File: src/rtl/soc_pkg.sv
// Shared SoC constants and the ROM loader state encoding.
// Imported by the loader and its byte packer.
package soc_pkg;

    localparam int ROM_ADDR_W     = 7;
    localparam int ROM_DEPTH      = 128;
    localparam int BYTES_PER_WORD = 4;
    localparam int BYTE_CNT_W     = 2;

    typedef enum logic [1:0] {
        S_IDLE,
        S_RECV,
        S_WRITE,
        S_DONE
    } loader_state_e;

endpackage

File: src/rtl/byte_packer.sv
// Packs a byte stream into little-endian 32-bit words.
// Ports: clk, rst (sync, active-low), i_clr, i_push, i_byte,
//        o_word (word including the byte pushed this cycle),
//        o_word_valid (this push completes a word).
module byte_packer
    import soc_pkg::*;
(
    input  logic        clk,
    input  logic        rst,
    input  logic        i_clr,
    input  logic        i_push,
    input  logic [7:0]  i_byte,
    output logic [31:0] o_word,
    output logic        o_word_valid
);

    logic [BYTE_CNT_W-1:0] r_cnt;
    logic [31:0]           r_word;
    logic [31:0]           w_word;

    // Look-ahead word so the caller can latch the complete word
    // on the same edge that accepts its last byte.
    always_comb begin
        w_word = r_word;
        w_word[{r_cnt, 3'b000} +: 8] = i_byte;
    end

    assign o_word       = w_word;
    assign o_word_valid = i_push &&
        (r_cnt == BYTE_CNT_W'(BYTES_PER_WORD - 1));

    always_ff @(posedge clk) begin
        if (!rst) begin
            r_cnt  <= '0;
            r_word <= '0;
        end else if (i_clr) begin
            r_cnt  <= '0;
            r_word <= '0;
        end else if (i_push) begin
            r_word <= w_word;
            r_cnt  <= r_cnt + BYTE_CNT_W'(1);
        end
    end

endmodule

File: src/rtl/rom_loader.sv
// Loads a program byte stream into the instruction ROM write port
// and holds the core in reset while a load is in progress.
// Ports: clk, rst (sync, active-low), start_i, len_i, byte_valid_i,
//        byte_data_i, byte_ready_o, rom_wen_o, rom_w_addr_o,
//        rom_w_data_o, cpu_rst_o (active-low), busy_o, done_o.
module rom_loader
    import soc_pkg::*;
#(
    parameter int ADDR_W       = ROM_ADDR_W,
    parameter int DEPTH        = ROM_DEPTH,
    parameter int HOLD_AT_BOOT = 1
) (
    input  logic              clk,
    input  logic              rst,
    input  logic              start_i,
    input  logic [ADDR_W:0]   len_i,
    input  logic              byte_valid_i,
    input  logic [7:0]        byte_data_i,
    output logic              byte_ready_o,
    output logic              rom_wen_o,
    output logic [ADDR_W-1:0] rom_w_addr_o,
    output logic [31:0]       rom_w_data_o,
    output logic              cpu_rst_o,
    output logic              busy_o,
    output logic              done_o
);

    localparam logic [ADDR_W:0] LP_DEPTH = DEPTH[ADDR_W:0];
    localparam logic [ADDR_W:0] LP_ONE   = {{ADDR_W{1'b0}}, 1'b1};
    localparam logic            LP_FREE  = (HOLD_AT_BOOT == 0);

    loader_state_e     r_state;
    loader_state_e     w_state_nx;
    logic [ADDR_W:0]   r_len;
    logic [ADDR_W-1:0] r_word_cnt;
    logic              r_boot_done;
    logic              r_ready;
    logic              r_wen;
    logic [ADDR_W-1:0] r_addr;
    logic [31:0]       r_data;
    logic              r_cpu_rst;
    logic              r_busy;
    logic              r_done;

    logic              w_start;
    logic              w_accept;
    logic              w_clr;
    logic              w_last_word;
    logic              w_boot_nx;
    logic [ADDR_W:0]   w_len_clamp;
    logic [31:0]       w_word;
    logic              w_word_valid;

    assign w_start     = (r_state == S_IDLE) && start_i;
    assign w_accept    = r_ready && byte_valid_i;
    assign w_clr       = w_start || (r_state == S_WRITE);
    assign w_len_clamp = (len_i > LP_DEPTH) ? LP_DEPTH : len_i;
    assign w_last_word = ({1'b0, r_word_cnt} == (r_len - LP_ONE));
    assign w_boot_nx   = r_boot_done || (r_state == S_DONE);

    byte_packer u_packer (
        .clk          (clk),
        .rst          (rst),
        .i_clr        (w_clr),
        .i_push       (w_accept),
        .i_byte       (byte_data_i),
        .o_word       (w_word),
        .o_word_valid (w_word_valid)
    );

    always_comb begin
        w_state_nx = r_state;
        case (r_state)
            S_IDLE: begin
                if (start_i) begin
                    w_state_nx = (w_len_clamp == '0) ? S_DONE : S_RECV;
                end
            end
            S_RECV: begin
                if (w_word_valid) begin
                    w_state_nx = S_WRITE;
                end
            end
            S_WRITE: w_state_nx = w_last_word ? S_DONE : S_RECV;
            S_DONE:  w_state_nx = S_IDLE;
            default: w_state_nx = S_IDLE;
        endcase
    end

    // Outputs are registered from the next state, so ready drops on
    // the edge that takes the 4th byte and the write strobe lands in
    // the cycle right after it.
    always_ff @(posedge clk) begin
        if (!rst) begin
            r_state     <= S_IDLE;
            r_len       <= '0;
            r_word_cnt  <= '0;
            r_boot_done <= 1'b0;
            r_ready     <= 1'b0;
            r_wen       <= 1'b0;
            r_addr      <= '0;
            r_data      <= '0;
            r_cpu_rst   <= 1'b0;
            r_busy      <= 1'b0;
            r_done      <= 1'b0;
        end else begin
            r_state     <= w_state_nx;
            r_boot_done <= w_boot_nx;
            r_ready     <= (w_state_nx == S_RECV);
            r_wen       <= (w_state_nx == S_WRITE);
            r_busy      <= (w_state_nx != S_IDLE);
            r_done      <= (w_state_nx == S_DONE);
            r_cpu_rst   <= (w_state_nx == S_IDLE) &&
                           (w_boot_nx || LP_FREE);
            if (w_start) begin
                r_len      <= w_len_clamp;
                r_word_cnt <= '0;
            end else if ((r_state == S_WRITE) && !w_last_word) begin
                r_word_cnt <= r_word_cnt + ADDR_W'(1);
            end
            if (w_word_valid) begin
                r_addr <= r_word_cnt;
                r_data <= w_word;
            end
        end
    end

    assign byte_ready_o = r_ready;
    assign rom_wen_o    = r_wen;
    assign rom_w_addr_o = r_addr;
    assign rom_w_data_o = r_data;
    assign cpu_rst_o    = r_cpu_rst;
    assign busy_o       = r_busy;
    assign done_o       = r_done;

endmodule
File: config.mk
export PLATFORM = sky130hd
export DESIGN_NAME = rom_loader
export DESIGN_NICKNAME = d
export VERILOG_FILES = /design/src/rtl/soc_pkg.sv /design/src/rtl/byte_packer.sv /design/src/rtl/rom_loader.sv
export SDC_FILE = /design/constraint.sdc
export NUM_CORES = 1
export LEC_CHECK = 0
export BUFFER_PORTS_ARGS = -buffer_cell sky130_fd_sc_hd__buf_2
export CORE_ASPECT_RATIO = 1.4
export CORE_MARGIN = 3
export CORE_UTILIZATION = 50
export DETAILED_ROUTE_END_ITERATION = 8
export PLACE_DENSITY = 0.82
export SLEW_MARGIN = 20
export SYNTH_ARGS = -nofsm -noshare
export SYNTH_HDL_FRONTEND = slang
export SYNTH_HIERARCHICAL = 1
export SYNTH_SLANG_ARGS = --single-unit
File: constraint.sdc
create_clock -name clk -period 2.24 [get_ports clk]
set_input_delay 0.336 -clock clk [delete_from_list [all_inputs] [get_ports clk]]
set_output_delay 0.336 -clock clk [all_outputs]
set_load 0.05 [all_outputs]
==> impl_metrics.csv, run 1 <==
group,metric,value,unit
layout,layout_cells_sized_above_1,18.0,%
timing,final_hold_violations,0,
synthesis,synthArstFlopShare,0,%
floorplan,fp.dieArea,0.0105,mm^2
clock_network,cts_tree,"done",
timing,hold_ws,0.378,ns
timing,unrepaired_setup_endpoints_after_global_routing,"no",
clock_network,cts_made_buffers,9,
timing,min_period_over_period,93.9,%
grt,grt_antenna_before_repair,0,
timing,worst_slew_pin_slew,0.504,ns
placement,detailed_place_hpwl,7.43,mm
routing,post_drt_wl_per_cell,16.1,um
timing,finalWorstPathRequiredPeriod,2.10,ns
floorplan,core_ar,0.00881,mm^2
critical_path,worst_setup_path_end_kind,"flop",
grt,grt_max_degree,35,
pwr,pwr_density_cell,671,mW/mm^2
critical_path,buffers_and_inverters_on_the_worst_path,1,
clock_network,postCtsHoldBufs,0,
routing,dr.first_iter.drc_count,214,
placement,place.gp.congestion,0.875,
clock_network,clock_tree.buffer_depth,2,
routing,number_of_search_and_repair_iterations_in_the_first_detailed_routing_pass,5,
routing,drcViolationCount,0,
synthesis,synth_fp_nets,529,
synthesis,number_of_warning_messages_in_the_yosys_log,6,
synthesis,sequential_share_of_the_synthesized_area,41.5,%
floorplan,top_level_ports,64,
grt,groute.usage.overall,20.9,%
critical_path,critical-path-max-stage-delay,0.50,ns
placement,numPortBuffers,63,
clock_network,clock_sink_count,96,
timing,worst_slew_margin_rel,66.2,%
grt,first_global_vias,3704,
critical_path,gate_family_responsible_for_the_most_delay_along_the_worst_path,"simple AND/OR/NAND/NOR gates",
synthesis,post_synth_instance_area,0.00463,mm^2
layout,final_area,0.00527,mm^2
job,cap_viol_max_count,0,
hold_path,hold_path_class,"in -> reg",
synthesis,number_of_enable_type_register_cells_in_the_synthesized_netlist,0,
floorplan,starting_density_of_the_core,52.6,%
clock_network,clock_latency_on_the_worst_skew_pair,0.34,ns
layout,antenna-diode-count,0,
critical_path,worst-endpoint-required,2.52,ns
clock_network,clock_input_transition_at_the_sequential_cells_of_the_worst_setup_and_hold_paths,0.07,ns
clock_network,cts_root_buf,"sky130_fd_sc_hd__clkbuf_16",
routing,postRouteWirelength,10.6,mm
timing,fin_tns_setup,0,ns
synthesis,post_synth_inst_count,502,
clock_network,cts-htree-levels,3,
synthesis,netlist-cell-type-count,54,
critical_path,worst_ep_arrival_time,2.39,ns
timing,final_slew_viol_count,0,
critical_path,crit_path_cell_trace,"inv_1 > ha_1 > nor3b_1 > xnor2_1 > a211o_2 > or4_1 > nand3_1",
clock_network,post_cts.repair.setup_buffers,0,
floorplan,fp-row-count,40,
floorplan,chipHeight,120,um
synthesis,ys.flop_type,"sky130_fd_sc_hd__dfxtp_1",
placement,post_dp_cell_area,0.00496,mm^2
synthesis,synth_area_per_cell,9.23,um^2
critical_path,path_max_fanout,11,
floorplan,floorplan.die.width,87.4,um
pwr,worst_ir_drop_vdd,0.429,mV
timing,fmaxAchievable,475,MHz
critical_path,cp_slowest_cell,"sky130_fd_sc_hd__or4_1",
run_status,run_status,"finished clean",
grt,global_route_overflow,0,
synthesis,ys_seq_elements,96,
routing,detail_route.vias_per_cell,5.87,
critical_path,setup.worst_path.start_class,"flop",
routing,route.antenna.remaining_nets,0,
layout,nets,572,
pwr,p_leak,1.96,nW
critical_path,worst-setup-path-type,"reg -> reg",
timing,finalSetupViolations,0,
routing,vias,3836,
grt,wire_length_of_the_first_global_routing_pass,17.7,mm
layout,area_delta_synth_final,13.6,%
timing,final.setup_skew,0.00699,ns
worst paths after layout:
kind | from | to | slack, ns | cells past startpoint
min reg2reg | u_packer/r_word[20]$_SDFFE_PP0P_ | u_packer/r_word[20]$_SDFFE_PP0P_ | 0.46 | 2
max reg2reg | r_len[0]$_SDFFE_PN0P_ | r_word_cnt[1]$_SDFFE_PP0P_ | 0.14 | 7
max | r_len[0]$_SDFFE_PN0P_ | r_word_cnt[1]$_SDFFE_PP0P_ | 0.14 | 7
min | byte_data_i[0] | u_packer/r_word[16]$_SDFFE_PP0P_ | 0.38 | 3
cell usage in the layout, fill, tap and decap left out, drive strengths merged, types with 5 or more instances in the layout:
cell	synthesis	layout
mux2i	41	41
nor2b	53	53
clkbuf	22	10
nor3b	8	8
a32oi	20	20
xnor2	6	6
nor3	6	6
nand3	8	8
o21ai	16	16
buf	23	77
ha	7	7
and3	6	6
inv	17	17
a32o	5	5
a21oi	24	24
nor2	26	26
nand2	32	32
a22o	24	24
nand4b	10	10
nor4	5	5
dfxtp	96	96
layer usage:
layer,vias up,global-route usage (%),share of wire (%)
met3,10,4.19,5.4
met1,1831,25.5,42
li1,1889,-,-
met2,106,36.0,51
met5,-,0,0
met4,0,7.29,1.5
flip-flops by register name, indices dropped and copies added, names as in the netlist:
name             count
rom_wen_o            1
r_state              2
busy_o               1
u_packer/r_cnt       2
byte_ready_o         1
r_boot_done          1
rom_w_data_o        32
done_o               1
rom_w_addr_o         7
r_word_cnt           7
u_packer/r_word     32
r_len                8
cpu_rst_o            1
synth_stat cells (all sizes together), types with 2 or more instances:
cell type | count | area, um^2
a211oi | 2 | 15.0
nand4 | 2 | 12.5
nand2b | 4 | 25.0
or4 | 4 | 30.0
o211ai | 3 | 22.5
dfxtp | 96 | 1920
and3b | 2 | 17.5
nor2b | 53 | 332
mux2i | 41 | 410
inv | 17 | 63.8
nand2 | 32 | 120
a32o | 5 | 50.1
o211a | 2 | 20.0
nor4 | 5 | 46.3
ha | 7 | 87.6
a22o | 24 | 210
xor2 | 3 | 26.3
and4 | 2 | 17.5
a21oi | 24 | 120
nand3 | 8 | 40.0
buf | 23 | 150
a41oi | 2 | 17.5
xnor2 | 6 | 52.6
clkbuf | 22 | 82.6
nor2 | 26 | 97.6
and3 | 6 | 37.5
and2 | 4 | 25.0
nor3 | 6 | 30.0
a32oi | 20 | 175
nor3b | 8 | 60.1
nand4b | 10 | 87.6
o21ai | 16 | 80.1
worst min-delay path, delay by kind of cell:
family                 cells  cell delay [ns]
AOI/OAI and AO/OA          1             0.06
buffers and inverters      1             0.16
and+or+nand+nor            1             0.11
area by class of cell:
cell class / count / area (um^2)
Clock buffer: 10 / 239
Clock inverter: 5 / 57.6
Fill cell: 772 / 3540
Inverter: 17 / 63.8
Multi-Input combinational cell: 344 / 2430
Sequential cell: 96 / 1920
Tap cell: 105 / 131
Timing Repair Buffer: 77 / 420
logic make-up after synthesis:
group	after synthesis	synth area share [%]
flip-flops	96	41.5
buffers and inverters	62	6.40
XOR/XNOR	9	1.70
AO/OA/AOI/OAI	109	17.3
AND/OR/NAND/NOR	178	22.3
adder cells (fa/ha/maj)	7	1.89
multiplexers	41	8.86
stage by stage:
step	std cells	power (mW)	setup slack (ns)	util [%]
final	654	3.53	0.136	59.8
after global placement	639	2.04	0.222	56.3
after CTS	654	3.56	0.119	59.7
after global routing	654	3.65	0.00701	59.8
after detailed placement	639	2.05	0.132	56.3
after floorplan	502	1.99	0.109	-
report_power, final:
part	switching (mW)	total, mW	internal, mW
clock	0.632	1.52	0.887
sequential	0.0168	1.74	1.72
combinational	0.173	0.277	0.104
what timing repair did:
item	in CTS	in global routing
hold endpoints to repair	0	0
endpoints found under the setup margin	0	3
resized for setup	0	2
Power figures use the tool's default switching activity.
==> inputs of run 2 (changes only) <==
- CAP_MARGIN: default -> 30
- CELL_PAD_IN_SITES_DETAIL_PLACEMENT: default -> 1
- CELL_PAD_IN_SITES_GLOBAL_PLACEMENT: default -> 2
- CORE_UTILIZATION: 50 -> 32
- PLACE_DENSITY: 0.82 -> 0.84
==> run 2 against run 1 <==
Net effect:
- combinational power up 5%
- power up 4.1%
- largest power group unchanged
- flip-flop and latch count unchanged
- via count up 1.6%
- highest routed layer unchanged
- largest cell class unchanged
- critical path depth down 2
- sequential share of layout area down 0.98 points
- cell count up 13%
- design area up 2.9%
- first-iteration DRC count down 43%
- utilization down 21 points
==> impl_metrics.csv, run 2 (synthesis gave the netlist of run 1 again) <==
group,metric,value,unit
critical_path,buffers_and_inverters_on_the_worst_path,0,
grt,groute.usage.overall,16.2,%
placement,detailed_place_hpwl,9.01,mm
routing,detail_route.vias_per_cell,5.29,
grt,use_met2,29.8,%
grt,grt_antenna_before_repair,0,
pwr,power_switching,0.874,mW
hold_path,hold_path_class,"in -> reg",
clock_network,clock_input_transition_at_the_sequential_cells_of_the_worst_setup_and_hold_paths,0.07,ns
critical_path,setup.worst_path.start_class,"flop",
routing,route.antenna.remaining_nets,0,
grt,globalRoute.busiestLayer,"met2",
layout,layout.core_utilization,38.6,%
layout,area_delta_synth_final,16.9,%
critical_path,worst-setup-path-type,"reg -> reg",
pwr,share_comb_of_total_power,7.9,%
timing,final_hold_violations,0,
clock_network,cts_tree,"done",
floorplan,starting_density_of_the_core,33.0,%
routing,post_drt_wl_per_cell,17.1,um
critical_path,gate_family_responsible_for_the_most_delay_along_the_worst_path,"simple AND/OR/NAND/NOR gates",
layout,nFillCells,1685,
placement,placed_cells_incl_taps,721,
timing,fmaxAchievable,473,MHz
critical_path,cp_slowest_cell,"sky130_fd_sc_hd__or4_1",
layout,finish.cell_count_without_fillers,737,
clock_network,cts_made_buffers,9,
pwr,worst_ir_drop_vdd,0.300,mV
critical_path,worst_setup_path_end_kind,"flop",
placement,numPortBuffers,63,
timing,final.setup_skew,0.00900,ns
routing,vias,3899,
floorplan,chipHeight,148,um
grt,use_met1,18.4,%
clock_network,cts_root_buf,"sky130_fd_sc_hd__clkbuf_16",
clock_network,clock_latency_on_the_worst_skew_pair,0.34,ns
pwr,share_seq_of_total_power,47.2,%
timing,hold_ws,0.297,ns
pwr,pwr_density_cell,679,mW/mm^2
run_status,run_status,"finished clean",
floorplan,core_ar,0.0140,mm^2
critical_path,path_max_fanout,11,
timing,worst_slew_pin_slew,0.582,ns
critical_path,crit_path_cell_trace,"nand3b_1 > a2111o_1 > a31o_1 > or4_1 > nand3_1",
floorplan,floorplan.die.width,108,um
timing,unrepaired_setup_endpoints_after_global_routing,"no",
layout,layout.cells.most_common,"sky130_fd_sc_hd__dfxtp_1",
grt,wire_length_of_the_first_global_routing_pass,20.7,mm
layout,nets,574,
floorplan,fp-row-count,51,
grt,global_route_overflow,0,
clock_network,cts-htree-levels,3,
timing,worst_slew_margin_rel,60.9,%
pwr,p_leak,1.99,nW
routing,postRouteWirelength,12.6,mm
timing,fin_tns_setup,0,ns
routing,number_of_search_and_repair_iterations_in_the_first_detailed_routing_pass,6,
pwr,clock_power_share,45.0,%
timing,min_period_over_period,94.5,%
timing,finalWorstPathRequiredPeriod,2.12,ns
layout,layout_cells_sized_above_1,18.8,%
clock_network,clock_tree.buffer_depth,2,
timing,final_slew_viol_count,0,
routing,drcViolationCount,0,
layout,antenna-diode-count,0,
floorplan,fp.dieArea,0.0160,mm^2
grt,grt.met3_usage,2.87,%
routing,dr.first_iter.drc_count,123,
layout,most-common-layout-cells,"sky130_fd_sc_hd__dfxtp_1, sky130_fd_sc_hd__buf_2, sky130_fd_sc_hd__nor2b_1",
pwr,cell_internal_power,2.80,mW
critical_path,worst-endpoint-required,2.53,ns
grt,first_global_vias,4119,
critical_path,critical-path-max-stage-delay,0.57,ns
placement,place.gp.congestion,0.819,
critical_path,worst_ep_arrival_time,2.40,ns
clock_network,post_cts.repair.setup_buffers,0,
grt,grt_max_degree,52,
pwr,power.share.switching,23.8,%
timing,finalSetupViolations,0,
floorplan,top_level_ports,64,
job,cap_viol_max_count,0,
clock_network,clock_sink_count,96,
## run 2: per-stage QoR
| stage | instance area, um^2 | total power [mW] | setup slack [ns] |
|---|---|---|---|
| final | 5420 | 3.68 | 0.124 |
| after global routing | 5420 | 3.83 | 0.00521 |
| after CTS | 5410 | 3.72 | 0.0699 |
| after detailed placement | 5090 | 2.06 | 0.0913 |
| after global placement | 5090 | 2.05 | 0.184 |
| after floorplan | 4640 | 1.99 | 0.109 |
## run 2: what timing repair did
| item | CTS | global route |
|---|---|---|
| setup endpoints to repair | 0 | 6 |
| resized for setup | 0 | 4 |
| hold buffers | 0 | 0 |
## run 2: area by class of cell
class	instances	area [um^2]	share of cell area [%]
multi-input cells	344	2430	44.8
flip-flops and latches	96	1930	35.5
repair buffers	79	448	8.27
well taps	185	231	4.27
clock buffers	9	225	4.16
clock inverters	7	96.3	1.78
inverters	17	63.8	1.18
## run 2: power groups by stage
| stage | registers, mW | logic (mW) | clock network [mW] |
|---|---|---|---|
| 6_report | 1.73 | 0.290 | 1.65 |
| 3_3_place_gp | 1.77 | 0.279 | 0 |
| 5_1_grt | 1.74 | 0.323 | 1.77 |
| 3_5_place_dp | 1.77 | 0.288 | 0 |
| 4_1_cts | 1.73 | 0.291 | 1.69 |
| 2_1_floorplan | 1.78 | 0.215 | 0 |
## run 2: worst register-to-register path: stages (launching register included)
cell and delay [ns]:
sky130_fd_sc_hd__dfxtp_1 0.47, sky130_fd_sc_hd__nand3b_1 0.13, sky130_fd_sc_hd__a2111o_1 0.45, sky130_fd_sc_hd__a31o_1 0.34, sky130_fd_sc_hd__or4_1 0.57, sky130_fd_sc_hd__nand3_1 0.10
## run 2: metal layers
metal / wire (um) / share of wire [%] / up-vias
li1: - / - / 1888
met1: 5250 / 42 / 1915
met2: 6700 / 53 / 79
met3: 352 / 2.8 / 17
met4: 278 / 2.2 / 0
met5: 0 / 0 / -
## run 2: worst paths after layout
kind	startpoint	end	slack [ns]	depth (start not counted)
worst max-delay path	r_len[4]$_SDFFE_PN0P_	r_word_cnt[1]$_SDFFE_PP0P_	0.12	5
worst min-delay path	rst	rom_w_data_o[31]$_SDFFE_PN0P_	0.30	2
worst max register to register	r_len[4]$_SDFFE_PN0P_	r_word_cnt[1]$_SDFFE_PP0P_	0.12	5
worst min register to register	u_packer/r_word[23]$_SDFFE_PP0P_	u_packer/r_word[23]$_SDFFE_PP0P_	0.46	2
==> inputs of run 3 (changes only) <==
- CORE_UTILIZATION: 32 -> 35
- PLACE_DENSITY: 0.84 -> 0.86
- RECOVER_POWER: default -> 100
- clock period: 2.24 -> 2.1 ns (I/O delays scaled with it)
==> run 3 against run 2 <==
Net effect:
- flip-flop and latch count stayed put
- first-iteration DRC count is 4.9% lower
- routed wire length is 4.2% higher
- critical path depth is 1 higher
- worst hold slack better by 0.016 ns
==> impl_metrics.csv, run 3 (synthesis gave the netlist of run 1 again) <==
group,metric,value,unit
run_status,run_status,"finished clean",
clock_network,clock_sink_count,96,
floorplan,fp.dieArea,0.0147,mm^2
critical_path,setup.worst_path.start_class,"flop",
grt,first_global_vias,4193,
layout,layout.cells.most_common,"sky130_fd_sc_hd__dfxtp_1",
critical_path,crit_path_cell_trace,"buf_4 > nor4_4 > nand3_2 > a211o_1 > or4_1 > nand3_1",
routing,drcViolationCount,0,
routing,detail_route.vias_per_cell,5.56,
placement,place.gp.congestion,0.880,
layout,nFillCells,1505,
clock_network,cts-htree-levels,3,
routing,dr.first_iter.drc_count,117,
floorplan,top_level_ports,64,
routing,route.antenna.remaining_nets,0,
clock_network,clock_latency_on_the_worst_skew_pair,0.34,ns
critical_path,buffers_and_inverters_on_the_worst_path,1,
timing,finalWorstPathRequiredPeriod,2.02,ns
critical_path,gate_family_responsible_for_the_most_delay_along_the_worst_path,"simple AND/OR/NAND/NOR gates",
grt,grt_max_degree,26,
job,cap_viol_max_count,0,
critical_path,worst_r2r_endpoint,"r_word_cnt[0]$_SDFFE_PP0P_",
timing,final.setup_skew,0.00654,ns
critical_path,worst-endpoint-required,2.38,ns
layout,antenna-diode-count,0,
critical_path,critical-path-max-stage-delay,0.48,ns
critical_path,worst_setup_path_end_kind,"flop",
timing,fmaxAchievable,496,MHz
placement,detailed_place_hpwl,9.58,mm
hold_path,hp-start,"rst",
routing,post_drt_wl_per_cell,18.4,um
layout,area_delta_synth_final,16.1,%
critical_path,r2r.worst_path.cells,6,
grt,wire_length_of_the_first_global_routing_pass,21.3,mm
timing,worst_slew_pin_slew,0.755,ns
critical_path,path_max_fanout,5,
routing,postRouteWirelength,13.1,mm
clock_network,clock_input_transition_at_the_sequential_cells_of_the_worst_setup_and_hold_paths,0.07,ns
critical_path,timing.rr.start,"r_len[4]$_SDFFE_PN0P_",
critical_path,crit_path_start,"r_len[4]$_SDFFE_PN0P_",
layout,nets,582,
critical_path,worst_ep_arrival_time,2.30,ns
timing,worst_slew_margin_rel,49.6,%
floorplan,floorplan.die.width,103,um
grt,grt_antenna_before_repair,1,
timing,final_slew_viol_count,0,
critical_path,cp_slowest_cell,"sky130_fd_sc_hd__or4_1",
timing,min_period_over_period,96.0,%
timing,final_hold_violations,0,
critical_path,r2r_setup_slk,0.08,ns
grt,groute.usage.overall,18.4,%
clock_network,cts_tree,"done",
layout,finish.cell_count_without_fillers,713,
critical_path,worst-setup-path-type,"reg -> reg",
routing,vias,3962,
placement,placed_cells_incl_taps,695,
clock_network,cts_root_buf,"sky130_fd_sc_hd__clkbuf_16",
timing,finalSetupViolations,0,
layout,most-common-layout-cells,"sky130_fd_sc_hd__dfxtp_1, sky130_fd_sc_hd__nor2b_1, sky130_fd_sc_hd__clkbuf_1",
critical_path,critical_path_depth,6,
pwr,p_leak,1.83,nW
floorplan,fp-row-count,49,
critical_path,worstSetupEndpoint,"r_word_cnt[0]$_SDFFE_PP0P_",
hold_path,hold_path_class,"in -> reg",
layout,layout_cells_sized_above_1,12.7,%
floorplan,core_ar,0.0129,mm^2
pwr,pwr_density_cell,713,mW/mm^2
floorplan,starting_density_of_the_core,36.0,%
timing,hold_ws,0.313,ns
clock_network,cts_made_buffers,9,
grt,global_route_overflow,0,
floorplan,chipHeight,142,um
pwr,worst_ir_drop_vdd,0.334,mV
clock_network,clock_tree.buffer_depth,2,
pwr,report.power.total,3.83,mW
placement,numPortBuffers,63,
routing,number_of_search_and_repair_iterations_in_the_first_detailed_routing_pass,4,
## run 3: area by class of cell
class,count,area [um^2],share of cell area (%)
Multi-Input combinational cell,344,2470,45.8
Clock inverter,7,77.6,1.44
Sequential cell,96,1930,35.8
Timing Repair Buffer,87,427,7.93
Tap cell,153,191,3.56
Clock buffer,9,225,4.19
Inverter,17,63.8,1.19
## run 3: routing by layer
metal  vias up  routed length (um)  track usage (%)
met5         -                  13                0
met4         2                 349             7.37
met3        27                 452             3.53
met2        78                7140             34.1
met1      1951                5160             20.2
li1       1904                   -                -
## run 3: tightest hold or removal path: cells and delay by family
kind                   cells  cell delay, ns
buffers and inverters      1            0.17
and+or+nand+nor            2            0.12
## run 3: worst min path at each step
stage                                                  end  depth (start not counted)
final                                 rom_wen_o$_SDFF_PN0_                          3
after floorplan           u_packer/r_word[16]$_SDFFE_PP0P_                          2
after detailed placement  u_packer/r_word[17]$_SDFFE_PP0P_                          2
after global routing                  rom_wen_o$_SDFF_PN0_                          3
after global placement    u_packer/r_word[16]$_SDFFE_PP0P_                          2
after CTS                             rom_wen_o$_SDFF_PN0_                          3
## run 3: what timing repair did
action | 4_1_cts | 5_1_grt
buffers inserted | 0 | 2
hold buffers | 0 | 0
resized for setup | 0 | 12
setup endpoints to repair | 0 | 13
## run 3: through the flow
| step | cell area (um^2) | setup slack, ns | setup TNS (ns) | utilization, % |
|---|---|---|---|---|
| 2_1_floorplan | 4640 | 0.0391 | 0 | - |
| 3_3_place_gp | 5080 | 0.152 | 0 | 39.5 |
| 3_5_place_dp | 5080 | 0.0946 | 0 | 39.5 |
| 4_1_cts | 5380 | 0.0713 | 0 | 41.8 |
| 5_1_grt | 5380 | -0.00279 | -0.00279 | 41.8 |
| 6_report | 5380 | 0.0830 | 0 | 41.8 |
## run 3: power breakdown
part,switching [mW],leakage (nW),internal [mW]
combinational,0.208,0.910,0.121
clock,0.720,0.146,0.933
sequential,0.0165,0.776,1.83
total,0.944,1.83,2.89
